### config.mk
export PLATFORM = sky130hd
export DESIGN_NAME = multicycle_controller
export DESIGN_NICKNAME = d
export VERILOG_FILES = /design/src/rtl/multicycle_controller.sv
export SDC_FILE = /design/constraint.sdc
export NUM_CORES = 1
export LEC_CHECK = 0
export CAP_MARGIN = 5
export CORE_UTILIZATION = 32
export DETAILED_ROUTE_END_ITERATION = 12
export GPL_ROUTABILITY_DRIVEN = 0
export PLACE_DENSITY = 0.75
export SYNTH_ARGS = -nofsm -noshare
export SYNTH_HDL_FRONTEND = slang
export SYNTH_SLANG_ARGS = --single-unit
### constraint.sdc
create_clock -name clk -period 1.2 [get_ports clk]
set_input_delay 0.18 -clock clk [delete_from_list [all_inputs] [get_ports clk]]
set_output_delay 0.18 -clock clk [all_outputs]
set_load 0.01 [all_outputs]
### src/rtl/multicycle_controller.sv
// Multicycle RV32I control FSM: sequences fetch/decode/execute/memory/writeback.
// Optional MEM_READY_EN makes FETCH, MEMREAD and MEMWRITE wait for mem_ready.
module multicycle_controller #(
    parameter int STATE_W = 4
) (
    input  logic               clk,
    input  logic               reset_n,
    input  logic [6:0]         op,
    input  logic               zero,
    input  logic               mem_ready,
    output logic               pc_write,
    output logic               adr_src,
    output logic               mem_write,
    output logic               ir_write,
    output logic               reg_write,
    output logic [1:0]         result_src,
    output logic [1:0]         alu_src_a,
    output logic [1:0]         alu_src_b,
    output logic [1:0]         alu_op,
    output logic [1:0]         imm_src,
    output logic               illegal_op,
    output logic [STATE_W-1:0] state_dbg
);

    typedef enum logic [3:0] {
        FETCH    = 4'd0,
        DECODE   = 4'd1,
        MEMADR   = 4'd2,
        MEMREAD  = 4'd3,
        MEMWB    = 4'd4,
        MEMWRITE = 4'd5,
        EXECR    = 4'd6,
        EXECI    = 4'd7,
        ALUWB    = 4'd8,
        BEQ      = 4'd9,
        JAL      = 4'd10
    } state_t;

    localparam logic [6:0] OP_LW   = 7'b0000011;
    localparam logic [6:0] OP_SW   = 7'b0100011;
    localparam logic [6:0] OP_R    = 7'b0110011;
    localparam logic [6:0] OP_I    = 7'b0010011;
    localparam logic [6:0] OP_BEQ  = 7'b1100011;
    localparam logic [6:0] OP_JAL  = 7'b1101111;

    state_t     r_state;
    state_t     w_next;
    logic       w_mem_ok;
    logic       w_pc_update;
    logic       w_branch;
    logic       w_ir_write;
    logic       w_reg_write;
    logic       w_mem_write;
    logic       w_illegal;

`ifdef MEM_READY_EN
    assign w_mem_ok = mem_ready;
`else
    logic w_unused_mem_ready;
    assign w_unused_mem_ready = mem_ready;
    assign w_mem_ok           = 1'b1;
`endif

    always_ff @(posedge clk or negedge reset_n) begin
        if (!reset_n) begin
            r_state <= FETCH;
        end else begin
            r_state <= w_next;
        end
    end

    always_comb begin
        w_next      = r_state;
        w_pc_update = 1'b0;
        w_branch    = 1'b0;
        w_ir_write  = 1'b0;
        w_reg_write = 1'b0;
        w_mem_write = 1'b0;
        w_illegal   = 1'b0;
        adr_src     = 1'b0;
        result_src  = 2'b00;
        alu_src_a   = 2'b00;
        alu_src_b   = 2'b00;
        alu_op      = 2'b00;
        case (r_state)
            FETCH: begin
                w_ir_write  = w_mem_ok;
                w_pc_update = w_mem_ok;
                alu_src_b   = 2'b10;
                result_src  = 2'b10;
                if (w_mem_ok) w_next = DECODE;
            end
            DECODE: begin
                alu_src_a = 2'b01;
                alu_src_b = 2'b01;
                case (op)
                    OP_LW, OP_SW: w_next = MEMADR;
                    OP_R:         w_next = EXECR;
                    OP_I:         w_next = EXECI;
                    OP_BEQ:       w_next = BEQ;
                    OP_JAL:       w_next = JAL;
                    default: begin
                        w_next    = FETCH;
                        w_illegal = 1'b1;
                    end
                endcase
            end
            MEMADR: begin
                alu_src_a = 2'b10;
                alu_src_b = 2'b01;
                w_next    = (op == OP_LW) ? MEMREAD : MEMWRITE;
            end
            MEMREAD: begin
                adr_src = 1'b1;
                if (w_mem_ok) w_next = MEMWB;
            end
            MEMWB: begin
                result_src  = 2'b01;
                w_reg_write = 1'b1;
                w_next      = FETCH;
            end
            MEMWRITE: begin
                adr_src     = 1'b1;
                w_mem_write = 1'b1;
                if (w_mem_ok) w_next = FETCH;
            end
            EXECR: begin
                alu_src_a = 2'b10;
                alu_op    = 2'b10;
                w_next    = ALUWB;
            end
            EXECI: begin
                alu_src_a = 2'b10;
                alu_src_b = 2'b01;
                alu_op    = 2'b10;
                w_next    = ALUWB;
            end
            ALUWB: begin
                w_reg_write = 1'b1;
                w_next      = FETCH;
            end
            BEQ: begin
                alu_src_a = 2'b10;
                alu_op    = 2'b01;
                w_branch  = 1'b1;
                w_next    = FETCH;
            end
            JAL: begin
                alu_src_a   = 2'b01;
                alu_src_b   = 2'b10;
                w_pc_update = 1'b1;
                w_next      = ALUWB;
            end
            default: w_next = FETCH;
        endcase
    end

    always_comb begin
        case (op)
            OP_SW:   imm_src = 2'b01;
            OP_BEQ:  imm_src = 2'b10;
            OP_JAL:  imm_src = 2'b11;
            default: imm_src = 2'b00;
        endcase
    end

    // Enables are gated by reset_n so they drop the instant reset asserts.
    assign pc_write   = reset_n & (w_pc_update | (w_branch & zero));
    assign ir_write   = reset_n & w_ir_write;
    assign reg_write  = reset_n & w_reg_write;
    assign mem_write  = reset_n & w_mem_write;
    assign illegal_op = reset_n & w_illegal;
    assign state_dbg  = STATE_W'(r_state);

endmodule

==> out/qor.txt, run 1 <==
H-Tree Level Count: 1
Required @ worst endpoint: 1.02 ns
Number of vias per cell: 5.51
Arrival time of the worst setup path: 1.48 ns
#FFs+latches synth: 4
Max transition margin: 0.782
Period minus WS final: 1.66 ns
Inst Count DP: 139
Status: finished, violations left
Gr ovfl total: 0
Leak: 0.581 nW
I/O Buffers: 29
Final ANT Viol Nets: 0
Clock Sinks: 4
Number of global-route vias before repair: 845
Simple-gate portion of the synthesized area: 0.398
GRT Total Usage: 0.273
Final wirelength: 2640 um
Hold Crit Class: in2reg
Die Height: 42.3 um
Post-synth ARST share: 1.00
Sequential area share after synthesis: 0.193
Main combinational cell family by area after synthesis: simple AND/OR/NAND/NOR gates
Worst setup EP type: output pin
Non-Filler Instances: 155
Antenna diodes: 0
Die area: 1790 sq um
Chip Width: 42.3 um
CTS tree: yes
Root buffer cell: clkbuf_4
FMAX: 602 MHz
Syn nets: 82
Area after DPL: 1070 sq um
Largest register FFs: 4
# setup viols final: 19
Core ar.: 1510 sq um
Starting Density: 0.345
Setup TNS: -5.60 ns
Post-synthesis xor/xnor area fraction: 0.0675
Drt drc: 0
Final instance area: 1230 sq um
Drt wl/cell: 17.1 um
Yosys warns: 0
Nets: 152
Site Rows: 14
Clock slew at reported path FFs: 0.04 ns
Synth Cell Area: 519 sq um
Initial antenna violation count: 0
PwrDens: 1320 nW/um^2
Compound-gate portion of the synthesized area: 0.246
Pin count of the biggest net entering global routing: 11
Worst VDD drop: 0.000962 V
Synthesized instance count: 71
Max Cap Viol: 0
Setup crit start kind: flop
Worst Clk Skew: 0.00735 ns
Top-count cell post-synth: nor2_1
Pwr Total: 1.62 mW
Via count: 854
Failing checks: setup timing
Pre-antenna DRT Iters: 4
Initial drt markers: 23
Final period util: 1.38
Final Max Slew Viols: 0
Synth-to-layout area growth: 136%
Final Hold Viols: 0
Synth top area cells: dfrtp_1 (19%), a2111oi_2 (8.7%), nor2_1 (7.2%)
Layout fillers: 102
Hpwl dp: 1460 um
Place WS: -0.862 ns
Tightest Pin Transition: 0.324 ns
Post-synthesis mux area share: 0.0193
Critical path class: reg2out
Synth Area in Adders: 0
# IOs: 31
Synthesized area per cell: 7.31 sq um
Top post-synthesis cells by count: nor2_1 (10), a21oi_1 (6), buf_2 (5)
Clock buffers created by TritonCTS: 3
Hold-fix buffers, CTS: 0
Post-synth top area share: 0.193
Multi-input logic area: 543 sq um
EDFF count, synth: 0
Synth Flop Type: dfrtp_1
Total area of sequential cells: 100 sq um
Clk Latency, worst-skew pair: 0.24 ns
Fraction of layout cells with a size suffix above 1: 0.727
CTS Buffer Depth: 2
Post-synth top area cell: dfrtp_1
RSZ-0062 raised after global routing: true
Post-synth cell types: 33
Global-route wire length before repair: 3690 um
Final setup margin: -0.460 ns
CP Max Fanout: 4
## cell type report
class | instances | area share
timing repair buffer | 70 | 0.427
multi-input combinational | 58 | 0.443
inverter | 4 | 0.0143
clock buffer | 3 | 0.0184
tap | 16 | 0.0163
sequential | 4 | 0.0816
## metal layers
layer	part of all wire	wire [um]	global-route usage
met1	0.40	1060	0.307
met5	0	0	0
met4	0.012	31	0.144
met3	0.043	114	0.0431
met2	0.54	1430	0.486
## worst max-delay path, stage by stage, from the launching register on
cell and delay (ns):
dfrtp_1 0.39, buf_6 0.14, and2b_4 0.19, a21oi_2 0.07, a2111oi_4 0.27, buf_2 0.18
## kinds of logic (layout without fill, tap and decap cells)
| group | after synthesis | count (layout) |
|---|---|---|
| simple gates | 36 | 36 |
| compound gates | 17 | 17 |
| buf+inv | 9 | 77 |
| xor+xnor | 4 | 4 |
| flops | 4 | 4 |
| mux | 1 | 1 |
## cell usage in the layout, fill, tap and decap left out, types with 2 or more instances in the layout
master | synthesis | final
dfrtp_1 | 4 | 4
buf_6 | 0 | 12
inv_1 | 3 | 2
nor3_4 | 0 | 2
clkdlybuf4s50_1 | 0 | 2
nand2_1 | 4 | 3
o21ai_0 | 2 | 2
clkbuf_2 | 0 | 2
clkbuf_4 | 0 | 3
a21oi_2 | 0 | 5
nand4b_1 | 2 | 2
a2111oi_4 | 0 | 3
nor2_2 | 0 | 2
nand4_1 | 2 | 2
xnor2_1 | 3 | 2
nand2b_4 | 0 | 2
buf_2 | 5 | 22
nor2_1 | 10 | 7
buf_4 | 0 | 31
## metrics by stage
| step | hold WS (ns) | utilization |
|---|---|---|
| floorplan | -0.116 | - |
| global placement | 0.549 | 0.709 |
| detailed placement | 0.552 | 0.709 |
| CTS | 0.295 | 0.764 |
| global route | 0.356 | 0.814 |
| finish | 0.347 | 0.814 |
## final timing paths
kind	from	cells past startpoint	endpoint	slack, ns
max in group asynchronous	reset_n	2	state_dbg[1]	0.71
hold reg to reg	state_dbg[0]	3	state_dbg[0]	0.73
hold / removal	op[2]	3	state_dbg[1]	0.35
setup / recovery	state_dbg[0]	5	pc_write	-0.46
min in group asynchronous	reset_n	2	state_dbg[3]	0.37
setup reg to reg	state_dbg[0]	6	state_dbg[1]	-0.32
## report_power, final
part           switching (mW)  internal [mW]
registers              0.0231          0.156
logic                   0.616          0.652
clock network          0.0612          0.112
## repair_timing
action / in CTS / in global routing
setup endpoints to repair: 24 / 22
cloned: 1 / 0
pin swaps: 9 / 7
gates resized for setup: 128 / 19
endpoints found under the hold margin: 0 / 0
buffers inserted: 11 / 3
Note: power is estimated with default switching activity, not from simulation.
==> run 2: changes to the inputs <==
- PLACE_DENSITY: 0.75 -> 0.78
==> out/qor.txt, run 2 (synthesis gave the netlist of run 1 again) <==
Leak: 0.615 nW (was 0.581 nW)
Pin count of the biggest net entering global routing: 12 (was 11)
Hold-fix buffers, CTS: 0 (unchanged)
RSZ-0062 raised after global routing: true (unchanged)
Drt wl/cell: 18.4 um (was 17.1 um)
Global-route wire length before repair: 4170 um (was 3690 um)
Most common cell after layout, fill and taps aside: buf_4 (unchanged)
Arrival time of the worst setup path: 1.48 ns (about the same)
Max Cap Viol: 0 (unchanged)
Reg2reg start: state_dbg[0] (unchanged)
Final period util: 1.38 (about the same)
Drt drc: 0 (unchanged)
Clock buffers created by TritonCTS: 3 (unchanged)
Nets: 156 (was 152)
Chip Width: 42.3 um (unchanged)
# IOs: 31 (unchanged)
Gr ovfl total: 0 (unchanged)
Die Height: 42.3 um (unchanged)
CP Max Fanout: 5 (was 4)
Final wirelength: 2920 um (was 2640 um)
Final Hold Viols: 0 (unchanged)
Final ANT Viol Nets: 0 (unchanged)
Pre-antenna DRT Iters: 4 (unchanged)
CP max stage delay: 0.39 ns (about the same)
Inst Count DP: 140 (was 139)
Area after DPL: 1080 sq um (was 1070 sq um)
Hold Crit Class: in2async (was in2reg)
Antenna diodes: 0 (unchanged)
Number of global-route vias before repair: 918 (was 845)
Core ar.: 1510 sq um (unchanged)
Worst Clk Skew: 0.00901 ns (was 0.00735 ns)
Clk Latency, worst-skew pair: 0.25 ns (was 0.24 ns)
GRT Total Usage: 0.311 (was 0.273)
Most frequent cells in the layout: buf_4 (35), buf_2 (18), buf_6 (9), nor2_1 (7) (was buf_4 (31), buf_2 (22), buf_6 (12), nor2_1 (7), a21oi_2 (5))
Worst setup EP type: output pin (unchanged)
Site Rows: 14 (unchanged)
Fraction of layout cells with a size suffix above 1: 0.699 (was 0.727)
Reg2reg setup slack: -0.32 ns (about the same)
Die area: 1790 sq um (unchanged)
Final Max Slew Viols: 0 (unchanged)
Root buffer cell: clkbuf_4 (unchanged)
Critical path class: reg2out (unchanged)
Starting Density: 0.345 (unchanged)
Period minus WS final: 1.66 ns (about the same)
Initial drt markers: 39 (was 23)
Number of vias per cell: 5.89 (was 5.51)
Hold WS: 0.356 ns (was 0.347 ns)
Tightest Pin Transition: 0.301 ns (was 0.324 ns)
CTS Buffer Depth: 2 (unchanged)
R2R cell count: 5 (was 6)
Most Frequent Cell on Critical Path: buf_4
Status: finished, violations left (unchanged)
Clock slew at reported path FFs: 0.04 ns (about the same)
H-Tree Level Count: 1 (unchanged)
Setup TNS: -5.47 ns (was -5.60 ns)
# setup viols final: 19 (unchanged)
FMAX: 604 MHz (was 602 MHz)
Largest register FFs: 4 (unchanged)
Via count: 937 (was 854)
Final setup margin: -0.456 ns (was -0.460 ns)
CP Capture Point: adr_src (was pc_write)
Non-Filler Instances: 159 (was 155)
Worst VDD drop: 0.00100 V (was 0.000962 V)
Place WS: -0.827 ns (was -0.862 ns)
Initial antenna violation count: 0 (unchanged)
CTS tree: yes (unchanged)
Required @ worst endpoint: 1.02 ns (about the same)
Final instance area: 1270 sq um (was 1230 sq um)
Max transition margin: 0.799 (was 0.782)
Critical Path Start: state_dbg[1] (was state_dbg[0])
Synth-to-layout area growth: 144% (was 136%)
Hpwl dp: 1510 um (was 1460 um)
PwrDens: 1330 nW/um^2 (was 1320 nW/um^2)
Failing checks: setup timing (unchanged)
CP max-delay cell: dfrtp_1 (unchanged)
Critical Path, Cell by Cell: buf_4, buf_6, buf_4, xnor2_1, nor3_2, buf_2 (was buf_6, and2b_4, a21oi_2, a2111oi_4, buf_2)
Clock Sinks: 4 (unchanged)
Setup crit start kind: flop (unchanged)
I/O Buffers: 29 (unchanged)
Layout fillers: 76 (was 102)
Reg-to-Reg End: state_dbg[1] (unchanged)
[run 2: cell types whose count changed in the layout (fill, tap and decap cells not counted), moves of 2 or more]
cell	previous run	this run
o21ai_1	1	3
buf_6	12	9
nor3_2	1	3
o21ai_0	2	0
buf_2	22	18
dlygate4sd2_1	0	4
nor3_4	2	0
buf_4	31	35
[run 2: repair_timing]
item | CTS | global route
buffers inserted | 16 | 2
setup endpoints to repair | 23 | 23
gates resized for setup | 119 | 11
pin swaps | 11 | 6
[run 2: worst min-delay path by stage]
stage | from | endpoint
floorplan | reset_n | state_dbg[0]
global placement | reset_n | state_dbg[1]
detailed placement | reset_n | state_dbg[0]
CTS | reset_n | state_dbg[0]
global route | reset_n | state_dbg[0]
finish | reset_n | state_dbg[0]
[run 2: worst max-delay path, delay by kind of cell (launching register included)]
family	cells	cell delay, ns
buf+inv	4	0.58
flops	1	0.39
xor+xnor	1	0.13
simple gates	1	0.13
[run 2: final cells by class]
class,instances,area (sq um),share of cell area
timing repair buffer,74,576,0.455
multi-input combinational,58,532,0.420
sequential,4,101,0.0800
clock buffer,3,22.5,0.0178
tap,16,20.0,0.0158
inverter,4,15.0,0.0119
[run 2: layer usage]
metal,share of wire,GRT usage
met1,0.37,0.329
met2,0.51,0.554
met3,0.064,0.0647
met4,0.047,0.194
met5,0,0
[run 2: metrics by stage]
step                      power (mW)   util
after detailed placement        1.19  0.714
after global placement          1.17  0.714
after floorplan                0.652      -
after CTS                       1.49  0.825
final                           1.69  0.841
after global routing            1.76  0.841
[run 2: power breakdown]
part | switching [mW] | leakage (nW) | internal (mW)
clock | 0.0644 | 0.0138 | 0.112
sequential | 0.0496 | 0.0527 | 0.159
combinational | 0.594 | 0.548 | 0.707
total | 0.708 | 0.615 | 0.979
==> run 3: changes to the inputs <==
- REMOVE_ABC_BUFFERS: unset -> 1
- clock period: 1.2 -> 1.5 ns (I/O delays scaled with it)
==> out/qor.txt, run 3 (synthesis gave the netlist of run 1 again) <==
Clock Sinks: 4 (unchanged)
Chip Width: 42.3 um (unchanged)
Site Rows: 14 (unchanged)
Sequential fraction of design power: 0.138 (was 0.124)
Clk Latency, worst-skew pair: 0.23 ns (was 0.25 ns)
Max Cap Viol: 0 (unchanged)
Max transition margin: 0.746 (was 0.799)
Inst Count DP: 135 (was 140)
Status: finished, violations left (unchanged)
H-Tree Level Count: 1 (unchanged)
Final ANT Viol Nets: 0 (unchanged)
Sw power: 0.489 mW (was 0.708 mW)
Worst VDD drop: 0.000583 V (was 0.00100 V)
Number of global-route vias before repair: 749 (was 918)
Worst setup EP type: output pin (unchanged)
FMAX: 585 MHz
Pin count of the biggest net entering global routing: 12 (unchanged)
Initial drt markers: 13 (was 39)
Final setup margin: -0.210 ns (was -0.456 ns)
Final wirelength: 2270 um (was 2920 um)
Final period util: 1.14
Hold Crit Class: in2async (unchanged)
Tightest Pin Transition: 0.376 ns (was 0.301 ns)
Setup crit start kind: flop (unchanged)
RSZ-0062 raised after global routing: true (unchanged)
GRT Total Usage: 0.238 (was 0.311)
Pre-antenna DRT Iters: 4 (unchanged)
Sw Share: 0.418 (was 0.420)
CTS Buffer Depth: 2 (unchanged)
Clock buffers created by TritonCTS: 3 (unchanged)
Failing checks: setup timing (unchanged)
Starting Density: 0.345 (unchanged)
Non-Filler Instances: 146 (was 159)
Root buffer cell: clkbuf_4 (unchanged)
Number of vias per cell: 5.52 (was 5.89)
Gr ovfl total: 0 (unchanged)
Required @ worst endpoint: 1.27 ns (was 1.02 ns)
Gate power share: 0.747 (was 0.771)
Hold WS: 0.392 ns (was 0.356 ns)
Layout fillers: 104 (was 76)
Hold-fix buffers, CTS: 0 (unchanged)
Worst Clk Skew: 0.00165 ns (was 0.00901 ns)
I/O Buffers: 29 (unchanged)
CP Max Fanout: 4 (was 5)
Core ar.: 1510 sq um (unchanged)
Drt drc: 0 (unchanged)
# setup viols final: 11 (was 19)
Period minus WS final: 1.71 ns
Initial antenna violation count: 0 (unchanged)
Global-route wire length before repair: 3290 um (was 4170 um)
Nets: 143 (was 156)
Fin util: 0.752 (was 0.841)
Final Max Slew Viols: 0 (unchanged)
Final Hold Viols: 0 (unchanged)
# IOs: 31 (unchanged)
Antenna diodes: 0 (unchanged)
Area after DPL: 985 sq um (was 1080 sq um)
Leak: 0.544 nW (was 0.615 nW)
Critical path class: reg2out (unchanged)
Via count: 806 (was 937)
Int Pwr: 0.682 mW (was 0.979 mW)
Die area: 1790 sq um (unchanged)
Die Height: 42.3 um (unchanged)
Clk pwr share: 0.114 (was 0.105)
Hpwl dp: 1430 um (was 1510 um)
Drt wl/cell: 15.5 um (was 18.4 um)
CTS tree: yes (unchanged)
Final instance area: 1130 sq um (was 1270 sq um)
Clock slew at reported path FFs: 0.04 ns (about the same)
PwrDens: 1030 nW/um^2 (was 1330 nW/um^2)
Pwr Total: 1.17 mW (was 1.69 mW)
Largest register FFs: 4 (unchanged)
Most common cell after layout, fill and taps aside: buf_4 (unchanged)
Most frequent cells in the layout: buf_4 (27), buf_2 (16), dlygate4sd2_1 (11), nor2_1 (8), buf_6 (5) (was buf_4 (35), buf_2 (18), buf_6 (9), nor2_1 (7))
Synth-to-layout area growth: 118% (was 144%)
Arrival time of the worst setup path: 1.48 ns (about the same)
Fraction of layout cells with a size suffix above 1: 0.631 (was 0.699)
-- run 3: changes by cell type in the layout (fill, tap and decap cells not counted), sizes merged --
cell,before,now
clkdlybuf4s15,2,0
dlygate4sd2,4,11
buf,64,48
clkbuf,5,3
-- run 3: final cells by class --
cell class                 count  area (sq um)  area share
tap                           16          20.0      0.0177
timing repair buffer          61           455       0.402
multi-input combinational     58           515       0.455
inverter                       4          17.5      0.0155
clock buffer                   3          22.5      0.0199
sequential                     4           101      0.0895
-- run 3: metal layers --
metal  up-vias  share of wire  track usage
li1        378              -            -
met1       396           0.43        0.283
met2        30           0.53        0.403
met3         2          0.033       0.0647
met4         0         0.0062       0.0938
met5         -              0            0
-- run 3: worst max-delay path, cell delays in order, from the launching register on --
cell and delay, ns:
dfrtp_1 0.41, buf_6 0.15, nor2_4 0.11, nor2_1 0.06
a2111oi_2 0.33, buf_2 0.19
-- run 3: path summary, 6_finish.rpt --
check	slack (ns)	cells after the start	to	start
setup / recovery	-0.21	5	pc_write	state_dbg[1]
hold / removal	0.39	2	state_dbg[1]	reset_n
setup reg to reg	-0.15	9	state_dbg[3]	state_dbg[0]
hold reg to reg	0.69	2	state_dbg[3]	state_dbg[3]
max in group asynchronous	0.99	2	state_dbg[0]	reset_n
min in group clk	0.42	3	state_dbg[1]	op[0]
-- run 3: metrics by stage --
| step | setup TNS, ns | setup slack (ns) |
|---|---|---|
| floorplan | -0.121 | -0.110 |
| global placement | -4.48 | -0.601 |
| detailed placement | -4.85 | -0.623 |
| CTS | -0.788 | -0.175 |
| global route | -1.80 | -0.307 |
| finish | -0.995 | -0.210 |
-- run 3: timing repair --
item | in CTS | in global routing
setup buffers | 7 | 3
pin swaps | 5 | 8
resized for setup | 79 | 33
setup endpoints to repair | 21 | 16
-- run 3: power by group through the flow --
stage                     clock, mW  sequential, mW  combinational (mW)
after global routing          0.148           0.167               0.936
after floorplan                   0           0.185               0.264
final                         0.134           0.162               0.875
after CTS                     0.138           0.159               0.757
after detailed placement          0           0.151               0.739
after global placement            0           0.150               0.724
